[config.mk]
export PLATFORM = sky130hd
export DESIGN_NAME = mux_scan_ctrl_flat
export DESIGN_NICKNAME = d
export VERILOG_FILES = /design/src/rtl/mux_scan_pkg.sv /design/src/rtl/mux_scan_ctrl_if.sv /design/src/rtl/mux_scan_ctrl_settle_timer.sv /design/src/rtl/mux_scan_ctrl.sv /design/src/flat_wrapper.sv
export SDC_FILE = /design/constraint.sdc
export NUM_CORES = 1
export LEC_CHECK = 0
export ABC_AREA = 1
export BUFFER_PORTS_ARGS = -buffer_cell sky130_fd_sc_hd__buf_2
export CAP_MARGIN = 20
export CORE_UTILIZATION = 55
export CTS_CLUSTER_SIZE = 8
export DETAILED_ROUTE_END_ITERATION = 12
export PLACE_DENSITY = 0.87
export RECOVER_POWER = 25
export SLEW_MARGIN = 5
export SYNTH_ARGS = -nofsm -noshare
export SYNTH_HDL_FRONTEND = slang
export SYNTH_SLANG_ARGS = --single-unit
[constraint.sdc]
create_clock -name clk -period 1.65 [get_ports clk]
set_clock_uncertainty 0.05 [all_clocks]
set_input_delay 0.33 -clock clk [delete_from_list [all_inputs] [get_ports clk]]
set_output_delay 0.33 -clock clk [all_outputs]
set_load 0.1 [all_outputs]
[src/rtl/mux_scan_pkg.sv]
`default_nettype none
// +--------------------------------------------------------------------+
// | Module : mux_scan_pkg                                              |
// | Brief  : Shared types and constants for the 8:1 mux scan sequencer |
// | Rev    : 1.0 - initial release                                     |
// +--------------------------------------------------------------------+
package mux_scan_pkg;

  localparam int SEL_W = 3;
  localparam int N_CH  = 8;
  localparam logic [SEL_W-1:0] LAST_CH = 3'd7;

  typedef enum logic [1:0] {
    ST_IDLE = 2'd0,
    ST_SCAN = 2'd1,
    ST_DONE = 2'd2
  } state_t;

endpackage : mux_scan_pkg
`default_nettype wire

[src/rtl/mux_scan_ctrl_if.sv]
`default_nettype none
// +--------------------------------------------------------------------+
// | Module : mux_scan_ctrl_if                                          |
// | Brief  : Consumer/mux-side bundle of the scan sequencer            |
// | Rev    : 1.0 - initial release                                     |
// +--------------------------------------------------------------------+
interface mux_scan_ctrl_if;
  import mux_scan_pkg::*;

  logic                    start;
  logic                    cont;
  logic                    mux_out;
  logic [SEL_W-1:0]        sel;
  logic                    busy;
  logic                    done;
  logic [N_CH-1:0]         data;

  modport master (
    output start, cont, mux_out,
    input  sel, busy, done, data
  );

  modport slave (
    input  start, cont, mux_out,
    output sel, busy, done, data
  );

endinterface : mux_scan_ctrl_if
`default_nettype wire

[src/rtl/mux_scan_ctrl_settle_timer.sv]
`default_nettype none
// +--------------------------------------------------------------------+
// | Module : settle_timer                                              |
// | Brief  : Hold counter; term flags that the select has settled      |
// | Rev    : 1.0 - initial release                                     |
// +--------------------------------------------------------------------+
module settle_timer #(
  parameter int unsigned SETTLE = 0
) (
  input  wire logic clk,
  input  wire logic rst,
  input  wire logic clr,
  input  wire logic inc,
  output logic      term
);

  logic [3:0] r_cnt;

  always_ff @(posedge clk) begin
    if (rst) begin
      r_cnt <= 4'd0;
    end else if (clr) begin
      r_cnt <= 4'd0;
    end else if (inc) begin
      r_cnt <= r_cnt + 4'd1;
    end
  end

  assign term = (r_cnt == 4'(SETTLE));

endmodule : settle_timer
`default_nettype wire

[src/rtl/mux_scan_ctrl.sv]
`default_nettype none
// +--------------------------------------------------------------------+
// | Module : mux_scan_ctrl                                             |
// | Brief  : Steps an 8:1 mux select and assembles an 8-bit snapshot   |
// | Rev    : 1.0 - initial release                                     |
// +--------------------------------------------------------------------+
module mux_scan_ctrl
  import mux_scan_pkg::*;
#(
  parameter int unsigned SETTLE = 0
) (
  input  wire logic     clk,
  input  wire logic     rst,
  mux_scan_ctrl_if.slave bus
);

  state_t            r_state, w_next_state;
  logic [SEL_W-1:0]  r_sel;
  logic [N_CH-1:0]   r_shadow;
  logic [N_CH-1:0]   w_shadow_next;
  logic [N_CH-1:0]   r_data;
  logic              w_term;
  logic              w_sample;
  logic              w_capture;
  logic              w_sel_clr;
  logic              w_scanning;

  assign w_scanning = (r_state == ST_SCAN);

  settle_timer #(.SETTLE(SETTLE)) u_settle_timer (
    .clk  (clk),
    .rst  (rst),
    .clr  (!w_scanning || w_term),
    .inc  (w_scanning),
    .term (w_term)
  );

  always_ff @(posedge clk) begin
    if (rst) begin
      r_state <= ST_IDLE;
    end else begin
      r_state <= w_next_state;
    end
  end

  always_comb begin
    w_next_state = r_state;
    w_sample     = 1'b0;
    w_capture    = 1'b0;
    w_sel_clr    = 1'b0;
    case (r_state)
      ST_IDLE: begin
        w_sel_clr = 1'b1;
        if (bus.start) w_next_state = ST_SCAN;
      end
      ST_SCAN: begin
        if (w_term) begin
          w_sample = 1'b1;
          if (r_sel == LAST_CH) begin
            w_capture    = 1'b1;
            w_next_state = ST_DONE;
          end
        end
      end
      ST_DONE: begin
        w_sel_clr    = 1'b1;
        w_next_state = bus.cont ? ST_SCAN : ST_IDLE;
      end
      default: w_next_state = ST_IDLE;
    endcase
  end

  // The final channel is merged in on the same edge it is sampled, so data
  // is published from the updated shadow rather than the registered one.
  always_comb begin
    w_shadow_next        = r_shadow;
    w_shadow_next[r_sel] = bus.mux_out;
  end

  always_ff @(posedge clk) begin
    if (rst) begin
      r_sel    <= '0;
      r_shadow <= '0;
      r_data   <= '0;
    end else begin
      if (w_sel_clr) begin
        r_sel <= '0;
      end else if (w_sample && (r_sel != LAST_CH)) begin
        r_sel <= r_sel + 3'd1;
      end
      if (w_sample)  r_shadow <= w_shadow_next;
      if (w_capture) r_data   <= w_shadow_next;
    end
  end

  assign bus.sel  = r_sel;
  assign bus.busy = (r_state != ST_IDLE);
  assign bus.done = (r_state == ST_DONE);
  assign bus.data = r_data;

endmodule : mux_scan_ctrl
`default_nettype wire

[src/flat_wrapper.sv]
// flat-port wrapper written by rule: the top's interface ports become plain ports
module mux_scan_ctrl_flat import mux_scan_pkg::*;
#(
  parameter int unsigned SETTLE = 0
)
  (clk, rst, bus_start, bus_cont, bus_mux_out, bus_sel, bus_busy, bus_done, bus_data);
  mux_scan_ctrl_if bus_i ();
  input  wire logic clk;
  input  wire logic rst;
  input wire logic [$bits(bus_i.start)-1:0] bus_start;
  input wire logic [$bits(bus_i.cont)-1:0] bus_cont;
  input wire logic [$bits(bus_i.mux_out)-1:0] bus_mux_out;
  output wire logic [$bits(bus_i.sel)-1:0] bus_sel;
  output wire logic [$bits(bus_i.busy)-1:0] bus_busy;
  output wire logic [$bits(bus_i.done)-1:0] bus_done;
  output wire logic [$bits(bus_i.data)-1:0] bus_data;
  assign bus_i.start = bus_start;
  assign bus_i.cont = bus_cont;
  assign bus_i.mux_out = bus_mux_out;
  assign bus_sel = bus_i.sel;
  assign bus_busy = bus_i.busy;
  assign bus_done = bus_i.done;
  assign bus_data = bus_i.data;
  mux_scan_ctrl #(.SETTLE(SETTLE)) u_core (.clk(clk), .rst(rst), .bus(bus_i));
endmodule
# Yosys cells after proc, flatten, opt, wreduce, memory -nomap -nowiden
# Cells that the tools add are included.
totals:
  latch_bits: 0
  mem_bits_ro: 0
  regBits: 25
  input_bits: 5
  elab_cells: 41
  out_inout_bits: 13
  memories: 0
  ram_bits: 0
classes:
  muxes: 14
  n_addsub: 2
  order_cmp: 2
  eq_ne: 7
  n_bitwise: 0
  mul: 0
  n_div: 0
  n_reduce_logical: 11
  shift: 0
op_table:
  columns: ["op", "count"]
  rows:
  - ["$bwmux 8", 1]
  - ["$mux 1", 8]
  - ["$mux 2", 3]
  - ["$pmux 2 s3", 1]
  - ["$reduce_or 2->1", 3]
  - ["$add 4x1->4 const B", 1]
  - ["$logic_not 4->1", 1]
  - ["$lt 3x4->1 const B", 1]
  - ["$ne 2x2->1 const B", 2]
  - ["$add 3x1->3 const B", 1]
  - ["$demux 1 s3", 1]
  - ["$eq 3x3->1 const B", 1]
  - ["$ge 3x1->1 const B", 1]
  - ["$ne 3x3->1 const B", 1]
  - ["$reduce_and 3->1", 1]
  - ["$eq 2x1->1 const B", 1]
  - ["$eq 2x2->1 const B", 1]
  - ["$logic_and 1x1->1", 2]
  - ["$logic_not 2->1", 1]
  - ["$ne 2x1->1 const B", 1]
  - ["$reduce_bool 2->1", 1]
  - ["$logic_not 1->1", 1]
  - ["$logic_or 1x1->1", 1]

# Longest topological paths before layout
depth:
  word_depth: 5
  depth_mapped: 8
  mapped_depth_nobuf: 8

# By module
# A second synthesis with hierarchy kept.
hier_totals:
  cells_unflattened: 200
  hier_area_um2: 1346.3
modules_own_cells:
  columns: ["mod", "cells_each", "instances", "seq_area_each_um2", "area_each_um2"]
  rows:
  - ["mux_scan_ctrl", 174, 1, 420.4, 1152.4]
  - ["settle_timer", 26, 1, 80.1, 193.9]

# Least setup slack after synthesis
# Ideal clock, no wire load.
synth_timing:
  path_kind: "reg-to-reg"
  start: "register u_core.r_state[1]"
  end: "register u_core.r_sel[0] (netlist: u_core.bus.sel[0])"
  path_slack_ns: -0.584
  setup_ns: 0.113
  period_less_slack_ns: 2.234
  path_stages_with_launch: 6
  path_buffers: 0
  required_ns: 1.487
  arrival_time_ns: 2.071
  cell_sequence: "dfxtp_1 > inv_1 > nor2_1 > nor3_1 > nand2_1 > nor2_1"
synth_between:
  elab_chain_cells: 4
  elab_cells_between_ends: 8
  classes_between: "eq/ne: 2; mux: 2; reduce/logical: 4"
synth_lines:
  columns: ["item", "line", "source"]
  rows:
  - ["start: declaration", "mux_scan_ctrl.sv:17", "state_t r_state, w_next_state;"]
  - ["start signal: assignment", "mux_scan_ctrl.sv:42", "r_state <= w_next_state;"]
  - ["$eq 2x2->1", null, null]
  - ["via bus_done", "flat_wrapper.sv:15", "output wire logic [$bits(bus_i.done)-1:0] bus_done;"]
  - ["$reduce_or 2->1 (no line)", null, null]
  - ["$mux 1", "mux_scan_ctrl.sv:51", "case (r_state)"]
  - ["$reduce_or 2->1 (no line)", null, null]
  - ["end signal: assignment", "mux_scan_ctrl.sv:89", "r_sel <= r_sel + 3'd1;"]
  - ["end: declaration", "mux_scan_ctrl.sv:18", "logic [SEL_W-1:0] r_sel;"]
# The timed path passes the listed nets, and every way through them passes these cells.
# A chain may end at the register's enable or synchronous reset.

# Worst setup path in the final report
layout_timing:
  start: "register u_core.r_sel[0] (netlist: u_core.bus.sel[0])"
  end: "output bus_sel[0]"
layout_lines:
  columns: ["item", "line", "source"]
  rows:
  - ["end: declaration", "flat_wrapper.sv:13", "output wire logic [$bits(bus_i.sel)-1:0] bus_sel;"]
# No word-level cell between the ends.

==> flow_metrics.py <==
metrics = {
    "grt": {
        "track_usage": 0.220,
        "grt_pass1_vias": 931,
        "grt_pass1_wl_um": 4090,
        "grt_overflow": 0,
        "antenna_found_initial": 0,
        "grt_start_max_net_pins": 18,
    },
    "cells_and_area": {
        "seq_area_um2": 509,
        "antenna_cells": 0,
        "final_area_mm2": 0.00142,
        "finalNetCount": 211,
        "multiInputGateArea_um2": 641,
        "fillerInstances": 172,
        "layout_common_cells": "nor2_1 (44), nand2_1 (44), dfxtp_1 (22), inv_1 (21)",
        "drive_gt1_frac": 0.164,
        "syn_to_final_growth_pct": 12.4,
    },
    "clock_tree": {
        "postCtsSetupRepairBufs": 0,
        "tritoncts": "built",
        "cts.path.max_buffers": 2,
        "cts_root_buffer": "clkbuf_4",
        "clk_pin_slew_ns": 0.14,
        "clock_sinks": 25,
        "htree_levels": 1,
        "clkLatencyLatePin_ns": 0.34,
        "ctsHoldBuffers": 0,
        "cts_buffers": 3,
    },
    "placement": {
        "io_buffers": 17,
        "hpwlAfterDp_um": 1920,
        "dpl_cell_area_mm2": 0.00139,
        "gp_congestion": 0.849,
    },
    "pwr": {
        "power.density_mw_per_mm2": 764,
        "leakagePower_nw": 0.692,
        "peakVddDrop_mv": 0.431,
    },
    "floorplanning": {
        "io_pins": 18,
        "die_h_um": 49.9,
        "num_rows": 16,
        "die_w_um": 49.9,
        "core_area_mm2": 0.00206,
        "die-area_mm2": 0.00249,
        "start_util": 0.612,
    },
    "sta": {
        "worst_pin_slew_ns": 0.541,
        "hold_violations": 0,
        "fin_crit_sh": 0.963,
        "finalSetupViolCount": 0,
        "slew_violations": 0,
        "worst_hold_slack_ns": 0.122,
        "rsz0062_at_grt": "false",
        "maxSlewHeadroom": 0.641,
        "fmax_mhz": 629,
        "fin_tns_setup_ns": 0,
        "fin_crit_ns": 1.59,
    },
    "detailed_routing": {
        "drc": 0,
        "routedWlPerCell_um": 11.1,
        "viasPerCell": 5.07,
        "drt-initial-drc-count": 32,
        "drtPass1Iterations": 4,
        "wl_um": 2520,
        "postRouteAntennaNets": 0,
        "vias": 1157,
    },
    "run": {
        "max_cap_violations": 0,
    },
    "critical_path": {
        "worstPathArrival_ns": 1.21,
        "cp.required_ns": 1.27,
        "cp-end-kind": "primary output",
        "path_max_fanout": 12,
        "critPathKind": "flip-flop to primary output",
        "crit_family": "buffers and inverters",
        "slowest_stage": "buf_2",
        "cp-start-kind": "flip-flop",
        "slowest_delay_ns": 0.44,
        "cp_num_buf_inv": 1,
        "crit_path_cell_trace": "buf_2",
    },
    "hold_path": {
        "worstHoldPathType": "primary input to flip-flop",
    },
    "synth": {
        "syn-num-nets": 194,
        "synth-seq-cells": 25,
        "yosysWarnings": 0,
        "yosysSeqAreaShare": 0.396,
        "yosys.cell_types.count": 22,
        "syn-cell-area_mm2": 0.00126,
        "syn_area_per_cell_um2": 6.82,
        "syn_inst": 185,
    },
    "outcome": {
        "status": "finished clean",
    },
}
## final timing paths
| check | endpoint | cells after the start | from | slack, ns |
|---|---|---|---|---|
| min | u_core.r_state[1] | 2 | rst | 0.12 |
| max reg2reg | u_core.r_shadow[4] | 7 | u_core.u_settle_timer.r_cnt[0] | 0.13 |
| min reg2reg | u_core.u_settle_timer.r_cnt[0] | 1 | u_core.u_settle_timer.r_cnt[0] | 0.44 |
| max | bus_sel[0] | 1 | u_core.bus.sel[0] | 0.06 |
## registers in the layout, indices dropped and copies added (netlist names)
register	cells
u_core.bus.sel	3
u_core.r_state	2
u_core.r_shadow	8
u_core.u_settle_timer.r_cnt	4
u_core.bus.data	8
## logic make-up (layout without fill, tap and decap cells)
| logic type | after synthesis | after routing | share of synthesized area |
|---|---|---|---|
| buffers and inverters | 28 | 44 | 0.100 |
| DFF | 25 | 25 | 0.396 |
| and+or+nand+nor | 114 | 114 | 0.404 |
| adders and majority gates | 4 | 4 | 0.0396 |
| xor gates and xnor gates | 1 | 1 | 0.00694 |
| AOI/OAI and AO/OA | 13 | 13 | 0.0525 |
## routing by layer
layer | vias to the layer above | GRT usage | wire, um
li1 | 606 | - | -
met1 | 513 | 0.292 | 1170
met2 | 33 | 0.345 | 1170
met3 | 5 | 0.0278 | 124
met4 | 0 | 0.114 | 56
met5 | - | 0 | 0
## power by group
part	switching (mW)	internal (mW)	leakage, nW
Sequential	0.0191	0.623	0.205
Clock	0.195	0.0913	0.0177
Combinational	0.109	0.0466	0.469
Total	0.323	0.761	0.692
## synthesized netlist by cell type (all sizes together)
| cell type | instances | area [um^2] |
|---|---|---|
| nor2 | 49 | 209 |
| nand2 | 45 | 174 |
| dfxtp | 25 | 500 |
| inv | 22 | 82.6 |
| o21ai | 11 | 55.1 |
| nand3 | 10 | 50.1 |
| nand4 | 8 | 65.1 |
| buf | 4 | 26.3 |
| ha | 4 | 50.1 |
| clkbuf | 2 | 17.5 |
| a21oi | 1 | 5.00 |
| a31oi | 1 | 6.26 |
| nor3 | 1 | 5.00 |
| nor3b | 1 | 7.51 |
| xor2 | 1 | 8.76 |
## timing repair
item | CTS | global route
endpoints found under the setup margin | 0 | 1
resized for setup | 0 | 1
hold endpoints to repair | 0 | 0
## layout make-up
type	count	share of cell area
multi-input cells	132	0.451
flip-flops and latches	25	0.359
repair buffers	18	0.0882
inverters	22	0.0582
well taps	27	0.0238
clock buffers	3	0.0159
clock inverters	1	0.00353
## metrics by stage
step	setup slack [ns]	util	cells	power, mW
final	0.0614	0.688	228	1.08
after global routing	0.00788	0.688	228	1.12
after CTS	0.00981	0.688	228	1.08
after detailed placement	0.169	0.675	224	0.808
after global placement	0.213	0.675	224	0.802
after floorplan	0.0962	-	185	0.768
Note: power is estimated with default switching activity, not from simulation.
